--- config.mk ---
export PLATFORM = sky130hd
export DESIGN_NAME = dec_stage_pipe
export DESIGN_NICKNAME = d
export VERILOG_FILES = /design/src/rtl/dec_stage_pipe.sv
export SDC_FILE = /design/constraint.sdc
export NUM_CORES = 1
export LEC_CHECK = 0
export ABC_CLOCK_PERIOD_IN_PS = 3100
export BUFFER_PORTS_ARGS = -buffer_cell sky130_fd_sc_hd__buf_4
export CORE_ASPECT_RATIO = 1.2
export CORE_UTILIZATION = 35
export DETAILED_ROUTE_END_ITERATION = 8
export GPL_ROUTABILITY_DRIVEN = 1
export PLACE_DENSITY_LB_ADDON = 0.12
export SYNTH_ARGS = -nofsm -noshare
export SYNTH_HDL_FRONTEND = slang
export SYNTH_SLANG_ARGS = --single-unit
--- constraint.sdc ---
create_clock -name clk -period 3.1 [get_ports clk]
set_input_delay 0.93 -clock clk [delete_from_list [all_inputs] [get_ports clk]]
set_output_delay 0.93 -clock clk [all_outputs]
set_load 0.01 [all_outputs]
--- src/rtl/dec_stage_pipe.sv ---
// RV32I decode stage: combinational decode + operand forwarding feeding a
// registered ID/EX pipeline register with valid/ready handshake and load-use stall.
module dec_stage_pipe #(
    parameter int XLEN          = 32,
    parameter int PC_WIDTH      = 32,
    parameter int REG_IDX_WIDTH = 5,
    parameter bit FWD_EN        = 1'b1
) (
    input  logic                     clk,
    input  logic                     rst_n,
    input  logic                     flush_i,
    input  logic                     if_valid_i,
    output logic                     if_ready_o,
    input  logic [PC_WIDTH-1:0]      pc_i,
    input  logic [31:0]              instr_i,
    output logic [REG_IDX_WIDTH-1:0] rs1_idx_o,
    output logic [REG_IDX_WIDTH-1:0] rs2_idx_o,
    input  logic [XLEN-1:0]          rs1_rdata_i,
    input  logic [XLEN-1:0]          rs2_rdata_i,
    input  logic                     ex_rd_en_i,
    input  logic [REG_IDX_WIDTH-1:0] ex_rd_idx_i,
    input  logic                     ex_is_load_i,
    input  logic [XLEN-1:0]          ex_wdata_i,
    input  logic                     wb_rd_en_i,
    input  logic [REG_IDX_WIDTH-1:0] wb_rd_idx_i,
    input  logic [XLEN-1:0]          wb_wdata_i,
    input  logic                     ex_ready_i,
    output logic                     id_valid_o,
    output logic [PC_WIDTH-1:0]      id_pc_o,
    output logic [31:0]              id_instr_o,
    output logic [REG_IDX_WIDTH-1:0] id_rd_idx_o,
    output logic                     id_rd_en_o,
    output logic [XLEN-1:0]          id_op1_o,
    output logic [XLEN-1:0]          id_op2_o,
    output logic [XLEN-1:0]          id_imm_o,
    output logic [3:0]               id_alu_fun_o,
    output logic                     id_illegal_o
);

    localparam logic [3:0] ALU_FUN_ADD   = 4'd0;
    localparam logic [3:0] ALU_FUN_SUB   = 4'd1;
    localparam logic [3:0] ALU_FUN_SUB_U = 4'd2;
    localparam logic [3:0] ALU_FUN_SLL   = 4'd3;
    localparam logic [3:0] ALU_FUN_XOR   = 4'd4;
    localparam logic [3:0] ALU_FUN_SRL   = 4'd5;
    localparam logic [3:0] ALU_FUN_SRA   = 4'd6;
    localparam logic [3:0] ALU_FUN_OR    = 4'd7;
    localparam logic [3:0] ALU_FUN_AND   = 4'd8;

    localparam logic [6:0] OP_LUI   = 7'b0110111;
    localparam logic [6:0] OP_AUIPC = 7'b0010111;
    localparam logic [6:0] OP_JAL   = 7'b1101111;
    localparam logic [6:0] OP_JALR  = 7'b1100111;
    localparam logic [6:0] OP_BR    = 7'b1100011;
    localparam logic [6:0] OP_LD    = 7'b0000011;
    localparam logic [6:0] OP_ST    = 7'b0100011;
    localparam logic [6:0] OP_ALI   = 7'b0010011;
    localparam logic [6:0] OP_AL    = 7'b0110011;
    localparam logic [6:0] OP_FENCE = 7'b0001111;
    localparam logic [6:0] OP_SYS   = 7'b1110011;

    typedef enum logic [1:0] {OP1_ZERO, OP1_RS1, OP1_PC, OP1_ZIMM} op1_sel_t;
    typedef enum logic [1:0] {OP2_ZERO, OP2_RS2, OP2_IMM} op2_sel_t;

    // Shared register-register / register-immediate function map; alt picks SUB/SRA.
    function automatic logic [3:0] arith_fun(input logic [2:0] f3, input logic alt);
        case (f3)
            3'b000:  arith_fun = alt ? ALU_FUN_SUB : ALU_FUN_ADD;
            3'b001:  arith_fun = ALU_FUN_SLL;
            3'b010:  arith_fun = ALU_FUN_SUB;
            3'b011:  arith_fun = ALU_FUN_SUB_U;
            3'b100:  arith_fun = ALU_FUN_XOR;
            3'b101:  arith_fun = alt ? ALU_FUN_SRA : ALU_FUN_SRL;
            3'b110:  arith_fun = ALU_FUN_OR;
            default: arith_fun = ALU_FUN_AND;
        endcase
    endfunction

    logic [6:0]      opcode;
    logic [2:0]      fun3;
    logic [XLEN-1:0] imm_i, imm_s, imm_b, imm_u, imm_j;

    assign opcode = instr_i[6:0];
    assign fun3   = instr_i[14:12];
    assign imm_i  = XLEN'($signed(instr_i[31:20]));
    assign imm_s  = XLEN'($signed({instr_i[31:25], instr_i[11:7]}));
    assign imm_b  = XLEN'($signed({instr_i[31], instr_i[7], instr_i[30:25], instr_i[11:8], 1'b0}));
    assign imm_u  = XLEN'($signed({instr_i[31:12], 12'b0}));
    assign imm_j  = XLEN'($signed({instr_i[31], instr_i[19:12], instr_i[20], instr_i[30:21], 1'b0}));

    assign rs1_idx_o = REG_IDX_WIDTH'(instr_i[19:15]);
    assign rs2_idx_o = REG_IDX_WIDTH'(instr_i[24:20]);

    logic            rs1_en, rs2_en, rd_en, illegal;
    logic [XLEN-1:0] imm;
    logic [3:0]      alu_fun;
    op1_sel_t        op1_sel;
    op2_sel_t        op2_sel;

    always_comb begin
        rs1_en  = 1'b0;
        rs2_en  = 1'b0;
        rd_en   = 1'b0;
        illegal = 1'b0;
        imm     = '0;
        alu_fun = ALU_FUN_ADD;
        op1_sel = OP1_ZERO;
        op2_sel = OP2_ZERO;
        case (opcode)
            OP_ALI: begin
                rs1_en = 1'b1; rd_en = 1'b1; imm = imm_i;
                op1_sel = OP1_RS1; op2_sel = OP2_IMM;
                alu_fun = arith_fun(fun3, (fun3 == 3'b101) & instr_i[30]);
            end
            OP_AL: begin
                rs1_en = 1'b1; rs2_en = 1'b1; rd_en = 1'b1;
                op1_sel = OP1_RS1; op2_sel = OP2_RS2;
                alu_fun = arith_fun(fun3, instr_i[30]);
            end
            OP_LD, OP_JALR: begin
                rs1_en = 1'b1; rd_en = 1'b1; imm = imm_i;
                op1_sel = OP1_RS1; op2_sel = OP2_IMM;
            end
            OP_ST: begin
                rs1_en = 1'b1; rs2_en = 1'b1; imm = imm_s;
                op1_sel = OP1_RS1; op2_sel = OP2_IMM;
            end
            OP_BR: begin
                rs1_en = 1'b1; rs2_en = 1'b1; imm = imm_b;
                op1_sel = OP1_RS1; op2_sel = OP2_RS2;
                if (fun3[2:1] == 2'b00)  alu_fun = ALU_FUN_XOR;
                else if (fun3[1])        alu_fun = ALU_FUN_SUB_U;
                else                     alu_fun = ALU_FUN_SUB;
            end
            OP_JAL: begin
                rd_en = 1'b1; imm = imm_j;
                op1_sel = OP1_PC; op2_sel = OP2_IMM;
            end
            OP_AUIPC: begin
                rd_en = 1'b1; imm = imm_u;
                op1_sel = OP1_PC; op2_sel = OP2_IMM;
            end
            OP_LUI: begin
                rd_en = 1'b1; imm = imm_u;
                op1_sel = OP1_ZERO; op2_sel = OP2_IMM;
            end
            OP_SYS: begin
                // CSR immediate forms carry a 5-bit zimm in the rs1 field instead of a register
                rd_en = 1'b1; rs1_en = !fun3[2]; imm = imm_i;
                op1_sel = fun3[2] ? OP1_ZIMM : OP1_RS1;
            end
            OP_FENCE: ;
            default: illegal = 1'b1;
        endcase
    end

    logic [REG_IDX_WIDTH-1:0] src_idx   [2];
    logic [XLEN-1:0]          src_rdata [2];
    logic [XLEN-1:0]          src_val   [2];
    logic [1:0]               src_en;
    logic [1:0]               raw_hit;

    assign src_idx[0]   = rs1_idx_o;
    assign src_idx[1]   = rs2_idx_o;
    assign src_rdata[0] = rs1_rdata_i;
    assign src_rdata[1] = rs2_rdata_i;
    assign src_en       = {rs2_en, rs1_en};

    genvar gi;
    generate
        for (gi = 0; gi < 2; gi++) begin : g_src
            logic live, ex_match, wb_match;
            assign live     = src_en[gi] & (src_idx[gi] != '0);
            assign ex_match = live & ex_rd_en_i & (src_idx[gi] == ex_rd_idx_i);
            assign wb_match = live & wb_rd_en_i & (src_idx[gi] == wb_rd_idx_i);
            if (FWD_EN) begin : g_fwd
                assign src_val[gi] = (ex_match & !ex_is_load_i) ? ex_wdata_i :
                                     wb_match                   ? wb_wdata_i : src_rdata[gi];
                assign raw_hit[gi] = ex_match & ex_is_load_i;
            end else begin : g_nofwd
                assign src_val[gi] = src_rdata[gi];
                assign raw_hit[gi] = ex_match | wb_match;
            end
        end
    endgenerate

    logic [XLEN-1:0] op1, op2;

    always_comb begin
        case (op1_sel)
            OP1_RS1:  op1 = src_val[0];
            OP1_PC:   op1 = XLEN'(pc_i);
            OP1_ZIMM: op1 = XLEN'(instr_i[19:15]);
            default:  op1 = '0;
        endcase
        case (op2_sel)
            OP2_RS2: op2 = src_val[1];
            OP2_IMM: op2 = imm;
            default: op2 = '0;
        endcase
    end

    logic stall, adv, load;

    assign stall      = if_valid_i & (|raw_hit);
    assign adv        = !id_valid_o | ex_ready_i;
    assign if_ready_o = adv & !stall & !flush_i;
    assign load       = if_ready_o & if_valid_i;

    always_ff @(posedge clk or negedge rst_n) begin
        if (!rst_n) begin
            id_valid_o   <= 1'b0;
            id_pc_o      <= '0;
            id_instr_o   <= '0;
            id_rd_idx_o  <= '0;
            id_rd_en_o   <= 1'b0;
            id_op1_o     <= '0;
            id_op2_o     <= '0;
            id_imm_o     <= '0;
            id_alu_fun_o <= ALU_FUN_ADD;
            id_illegal_o <= 1'b0;
        end else if (flush_i) begin
            id_valid_o <= 1'b0;
        end else if (adv) begin
            id_valid_o <= if_valid_i & !stall;
            if (load) begin
                id_pc_o      <= pc_i;
                id_instr_o   <= instr_i;
                id_rd_idx_o  <= rd_en ? REG_IDX_WIDTH'(instr_i[11:7]) : '0;
                id_rd_en_o   <= rd_en;
                id_op1_o     <= op1;
                id_op2_o     <= op2;
                id_imm_o     <= imm;
                id_alu_fun_o <= alu_fun;
                id_illegal_o <= illegal;
            end
        end
    end

endmodule

# Word level (Yosys, flattened, before mapping)
# Cells that the tools add are included.
[op_classes]
muxes = 26
reduce_logical = 21
eq_ne = 26
bitwise_logic = 22
[ops]
columns = ["cell", "count"]
rows = [
  ["$pmux W32 S5", 1],
  ["$mux W32", 4],
  ["$pmux W32 S3", 1],
  ["$pmux W32 S2", 1],
  ["$pmux W4 S7", 2],
  ["$eq A7 B7 Y1 const B", 4],
  ["$eq A7 B6 Y1 const B", 3],
  ["$and A1 B1 Y1", 20],
  ["$eq A5 B5 Y1", 4],
  ["$eq A7 B5 Y1 const B", 2],
  ["$pmux W4 S3", 1],
  ["$reduce_or A11 Y1", 1],
  ["$reduce_bool A5 Y1", 2],
  ["$eq A3 B3 Y1 const B", 3],
  ["$mux W2", 4],
  ["$reduce_or A2 Y1", 4],
  ["$reduce_or A8 Y1", 1],
  ["$eq A7 B2 Y1 const B", 1],
  ["$eq A7 B4 Y1 const B", 1],
  ["$mux W1", 7],
  ["$reduce_or A7 Y1", 1],
  ["$eq A2 B2 Y1 const B", 3],
  ["$eq A3 B2 Y1 const B", 2],
  ["$pmux W2 S3", 1],
  ["16 further kinds", 21],
]
[totals]
inputBits = 210
register_bits = 172
output_inout_bits = 183
word_cells = 105

# Depth between registers and ports, before layout
[depth]
ltp_word = 14
mapped_depth = 11
mapped_depth_nobuf = 9

# Least setup slack after synthesis
# OpenSTA, ideal clock, no wires.
[synth_path]
kind = "input to output"
from = "input port instr_i[20]"
to = "output port if_ready_o"
setup_slack_ns = -0.220
t_required_ns = 2.170
path_stages = 7
arrival_time_ns = 2.390
path_buffers = 1
path_cell_list = "clkbuf_1 > or4_1 > nor2_1 > nor3_1 > a21oi_1 > nor2_1 > a21boi_0"
[synth_between]
elab_chain_cells = 10
word_cells_on_any_way = 11
cone_classes = "eq/ne (1); bitwise (7); reduce/logical (3)"
[synth_lines]
columns = ["item", "line", "source"]
rows = [
  ["from (decl)", "15", "input logic [31:0] instr_i,"],
  ["$reduce_bool A5 Y1", "173", "assign live = src_en[gi] & (src_idx[gi] != '0);"],
  ["$and A1 B1 Y1", "173", ""],
  ["$and A1 B1 Y1", "174", "assign ex_match = live & ex_rd_en_i & (src_idx[gi] == ex_rd_idx_i);"],
  ["$and A1 B1 Y1 (*)", "174", ""],
  ["$and A1 B1 Y1 (*)", "179", "assign raw_hit[gi] = ex_match & ex_is_load_i;"],
  ["$reduce_or A2 Y1 (*)", "205", "assign stall = if_valid_i & (|raw_hit);"],
  ["$and A1 B1 Y1 (*)", "205", ""],
  ["$logic_not A1 Y1 (*)", "207", "assign if_ready_o = adv & !stall & !flush_i;"],
  ["$and A1 B1 Y1 (*) (2 in a row)", "207", ""],
  ["to (decl)", "13", "output logic if_ready_o,"],
]
# Mark *: on every way between the ends. The rest lies on a longest branch, timed or not.

# Worst setup path in the final report
[layout_path]
from = "input port instr_i[18]"
to = "output port if_ready_o"
# Same word-level chain as after synthesis.

==> flow_results.org <==
** Layout
- Core Util, Final :: 53.1%
- The number of antenna diodes in the final layout is 0.
- Relative to the synthesized area, the layout overhead comes to 49.1%.
- Final std cells w/o fill :: 1864
- Sequential cell area :: around 0.0043 sq mm
- For this run, the post-layout net count is 1729.
- Layout fillers :: roughly 2500
- Once layout is done, the placed cells without fillers occupy between 0.01 and 0.015 sq mm.
- Share of final-layout standard cells stronger than drive strength 1 :: 37.0%
- Area of combinational cells with multiple inputs :: 0.00465 sq mm

** Timing
- Across the routed clock network, the largest skew measured is 0.0122 ns.
- Number of hold violations in the final report :: 0
- Setup TNS :: -0.343 ns
- The final number of max-transition violations is 0.
- In this run the tightest slew margin relative to its limit is 59.3%.
- Unrepaired setup endpoints after global routing :: true
- Achievable frequency :: 0.290 GHz
- # setup viols final :: 1
- Smallest setup slack after layout :: -0.343 ns
- Final period util :: 111%
- Post-route worst hold slack :: 0.474 ns
- At the pin with the least slew margin, the transition time is 0.610 ns.
- Post-route minimum period :: roughly 3.4 ns

** Power
- Power density relative to cell area :: 434 mW/mm^2
- Max rail drop VDD :: 349 uV
- Static Leakage :: ~7 nW
- Post-route total power :: 6.07 mW

** Worst setup path
- The worst setup path is launched from an input pin.
- Measured in cells, the most critical reg-to-reg path has a length of 7.
- The worst register-to-register path begins at id_valid_o.
- Launch point of the critical path :: instr_i[18]
- Arrival time at the worst endpoint :: 2.51 ns
- Critical Path Max Stage Delay :: 0.54 ns
- Req. time, crit path :: 2.17 ns
- Of all nets on the critical path, the largest fanout is 2.
- The slowest stage of the critical path is the sky130_fd_sc_hd__or4_4 cell.
- Kind of capture point of the worst setup path :: primary output
- Startpoint-to-endpoint class of the critical path :: input pin to primary output
- Crit-path cells :: buf_6 > or4_4 > o211a_1 > and3_4 > a21oi_4 > nor2_2 > a21boi_2 > buf_4

** Yosys
- Summing the sequential cell areas from Yosys gives 45.9% of the chip area.
- Synth warn :: 0
- The most used flip-flop cell after synthesis is sky130_fd_sc_hd__dfrtp_1.
- Syn nets :: 1334
- Synthesis inferred approximately 170 register bits.
- Of the post-synthesis cell area, the part taken by muxes is less than 1%.
- The netlist uses 52 different library cells.
- Adder-cell share of the synthesized area :: 0.267%
- The synthesized netlist devotes 23.4% of its cell area to compound gates.
- For this run, asynchronously set or reset flops after synthesis account for 100%.
- By area, the combinational part of the netlist is dominated by compound AO/OA/AOI/OAI gates.
- Of the total synthesized cell area, the portion taken by XOR and XNOR cells is 1.96%.
- Area share of and/or/nand/nor cells after synthesis :: 22.7%
- The cell count after synthesis came out at 1122.
- Average cell area after synthesis :: 8.36 sq um
- Cell Area, Synth :: 0.00938 sq mm
- In this run, synthesis inferred 0 flip-flops with an integrated enable.

** Floorplan
- The floorplan has between 60 and 70 rows.
- Core Region :: 0.0264 sq mm
- Measured along the y axis, the die boundary spans 181 um.
- 393 I/O pins were placed.
- Overall die width :: roughly 150 um
- Initial core utilization :: 35.6%
- Area of the die :: 0.0275 sq mm

** GRT
- Pin count of the biggest net entering global routing :: 68
- In the global route stage, met2 resource usage came out at between 50 and 60%.
- The number of antenna violations at the first check in global routing came to 0.
- The via count of the first global-routing pass is between 10000 and 15000.
- In the global route stage, met3 resource usage came out at 6.01%.
- Tot GR Track Use :: roughly 30%
- GR Layer Usage met1 :: 37.9%
- Global-route wire length before repair :: 61400 um
- Remaining global-route overflow :: 0
- Routing layer with the top usage in global route :: met2

** Place
- Prior to clock tree synthesis, the placed netlist has a worst setup slack of -0.415 ns.
- The number of placed instances, taps included, is between 1500 and 2000.
- Port buffering added 392 buffers.
- The placed instances occupy a cell area of approximately 0.013 sq mm.
- Once detailed placement completed, the half-perimeter wirelength came to 31300 um.
- At the end of routability-driven placement, the weighted congestion stood at ~0.94.

** Clock tree
- The clock passes through at most 2 buffers.
- CTS Root Buffer Type :: sky130_fd_sc_hd__clkbuf_16
- Clock network latency to the later pin of the worst-skew pair :: 0.44 ns
- The tree built by TritonCTS fans out to 172 sinks.
- TritonCTS built the clock tree.
- CTS H-Tree Depth :: 4
- After clock tree synthesis, the clock-pin slew on the worst setup and hold paths is 0.07 ns.
- Total clock buffers created by CTS :: 17

** Route
- For this run, the detailed router's first-pass iteration total came to 5.
- Mean number of vias per cell :: 5.54
- The routed design has between 40000 and 50000 um of wire.
- Vias post-DR :: 10300
- Number of remaining DRC errors :: 0
- After detailed routing, the average wire length per cell comes to ~22 um.
- In this run, the number of DRC markers left after iteration 0 of detailed routing was 677.
- Number of nets still failing antenna checks after routing :: 0

** Worst hold path
- In this run the most critical hold path is launched from id_imm_o[6].
- Counting instances, the worst hold path has a depth of 2.
- Type of the most critical hold path :: flip-flop to flip-flop

** Flow run
- Maximum capacitance violations :: 0

** Run status
- Run status :: complete, but fails checks
- Failing checks :: setup timing
==> cell usage in the layout, fill, tap and decap left out, drive strengths merged, types with 2 or more instances in the layout <==
| cell | synthesis | routed |
|---|---|---|
| clkinv | 0 | 2 |
| nor2 | 14 | 14 |
| xor2 | 4 | 4 |
| a2111oi | 2 | 2 |
| a211oi | 3 | 3 |
| nand2 | 306 | 306 |
| nand2b | 4 | 4 |
| nor4 | 3 | 3 |
| or4 | 5 | 5 |
| clkbuf | 79 | 23 |
| nor3b | 3 | 3 |
| o21ai | 92 | 92 |
| a22o | 37 | 37 |
| o221a | 32 | 32 |
| a21o | 3 | 3 |
| and4 | 2 | 2 |
| clkinvlp | 0 | 5 |
| nor3 | 3 | 3 |
| inv | 6 | 6 |
| ha | 2 | 2 |
| xnor2 | 17 | 17 |
| o21bai | 2 | 2 |
| a31oi | 35 | 35 |
| a22oi | 31 | 31 |
| nor2b | 7 | 7 |
| o22ai | 2 | 2 |
| a21boi | 3 | 3 |
| o31ai | 2 | 2 |
| and2 | 5 | 5 |
| nand4 | 37 | 37 |
| dfrtp | 172 | 172 |
| nand3 | 88 | 88 |
| buf | 35 | 489 |
| bufinv | 0 | 2 |
| a21oi | 71 | 71 |
| o211ai | 3 | 3 |
==> cells in the mapped netlist, types with 2 or more instances <==
cell type,instances,area [sq um]
sky130_fd_sc_hd__nand3_1,88,440
sky130_fd_sc_hd__and4_1,2,17.5
sky130_fd_sc_hd__a21o_1,3,22.5
sky130_fd_sc_hd__buf_2,18,90.1
sky130_fd_sc_hd__nand2b_1,4,25.0
sky130_fd_sc_hd__o22ai_1,2,12.5
sky130_fd_sc_hd__a21boi_0,2,15.0
sky130_fd_sc_hd__xor2_1,4,35.0
sky130_fd_sc_hd__o21ai_0,92,460
sky130_fd_sc_hd__clkbuf_1,79,297
sky130_fd_sc_hd__buf_1,4,15.0
sky130_fd_sc_hd__a211oi_4,2,40.0
sky130_fd_sc_hd__buf_4,10,75.1
sky130_fd_sc_hd__nor3b_1,3,22.5
sky130_fd_sc_hd__a2111oi_0,2,17.5
sky130_fd_sc_hd__a22oi_1,31,233
sky130_fd_sc_hd__and2_1,4,25.0
sky130_fd_sc_hd__nor4_1,3,18.8
sky130_fd_sc_hd__o31ai_1,2,15.0
sky130_fd_sc_hd__inv_1,6,22.5
sky130_fd_sc_hd__nand4_1,37,231
sky130_fd_sc_hd__a31oi_1,35,219
sky130_fd_sc_hd__o221a_2,27,304
sky130_fd_sc_hd__a22o_1,37,324
sky130_fd_sc_hd__nor2_1,14,52.6
sky130_fd_sc_hd__buf_6,3,33.8
sky130_fd_sc_hd__nand2_1,306,1150
sky130_fd_sc_hd__o211ai_1,3,22.5
sky130_fd_sc_hd__dfrtp_1,172,4300
sky130_fd_sc_hd__ha_1,2,25.0
sky130_fd_sc_hd__o221a_1,5,56.3
sky130_fd_sc_hd__xnor2_1,17,149
sky130_fd_sc_hd__nor3_1,3,15.0
sky130_fd_sc_hd__a21oi_1,71,355
sky130_fd_sc_hd__nor2b_1,7,43.8
sky130_fd_sc_hd__o21bai_1,2,15.0
sky130_fd_sc_hd__or4_1,5,37.5
==> registers in the layout, indices dropped and copies added, names as in the netlist <==
signal / cells
id_op1_o: 32
id_illegal_o: 1
id_pc_o: 32
id_rd_idx_o: 5
id_op2_o: 32
id_imm_o: 32
id_valid_o: 1
id_rd_en_o: 1
id_instr_o: 32
id_alu_fun_o: 4
==> per-layer routing <==
metal / part of all wire (%) / routed length (um)
met5: 0 / 0
met4: 3.2 / 1330
met3: 8.2 / 3370
met2: 50 / 20400
met1: 39 / 16000
==> where the power goes <==
group	internal, mW	total (mW)	switching, mW
sequential	2.44	2.56	0.116
combinational	0.680	1.36	0.676
clock	1.23	2.16	0.934
==> timing repair <==
action,in CTS,in global routing
buffers inserted,1,0
hold buffers,0,0
pin swaps,4,1
resized for setup,4,1
endpoints found under the setup margin,1,1
==> final cells by class <==
cell class | instances | share of cell area, %
tap | 335 | 3.00
inverter | 6 | 0.161
clock inverter | 9 | 0.823
clock buffer | 22 | 3.32
timing repair buffer | 490 | 28.7
sequential | 172 | 30.8
multi-input combinational | 830 | 33.2
==> final timing paths <==
check                      slack [ns]              to
hold / removal                   0.47     id_imm_o[6]
min in group asynchronous        0.49    id_op1_o[26]
setup reg to reg                 1.16     id_op1_o[4]
hold reg to reg                  0.47     id_imm_o[6]
setup / recovery                -0.34      if_ready_o
max in group asynchronous        1.90  id_instr_o[18]
==> critical path: cells and delay by family <==
| family | cells | cell delay (ns) |
|---|---|---|
| AO/OA/AOI/OAI | 3 | 0.57 |
| buffers and inverters | 2 | 0.23 |
| AND/OR/NAND/NOR | 3 | 0.77 |
==> cells by family after synthesis <==
logic type | count (synthesis)
and+or+nand+nor | 482
AOI/OAI and AO/OA | 324
DFF | 172
buffers and inverters | 120
xor gates and xnor gates | 21
adders and majority gates | 2
muxes | 1
Power figures use the tool's default switching activity.
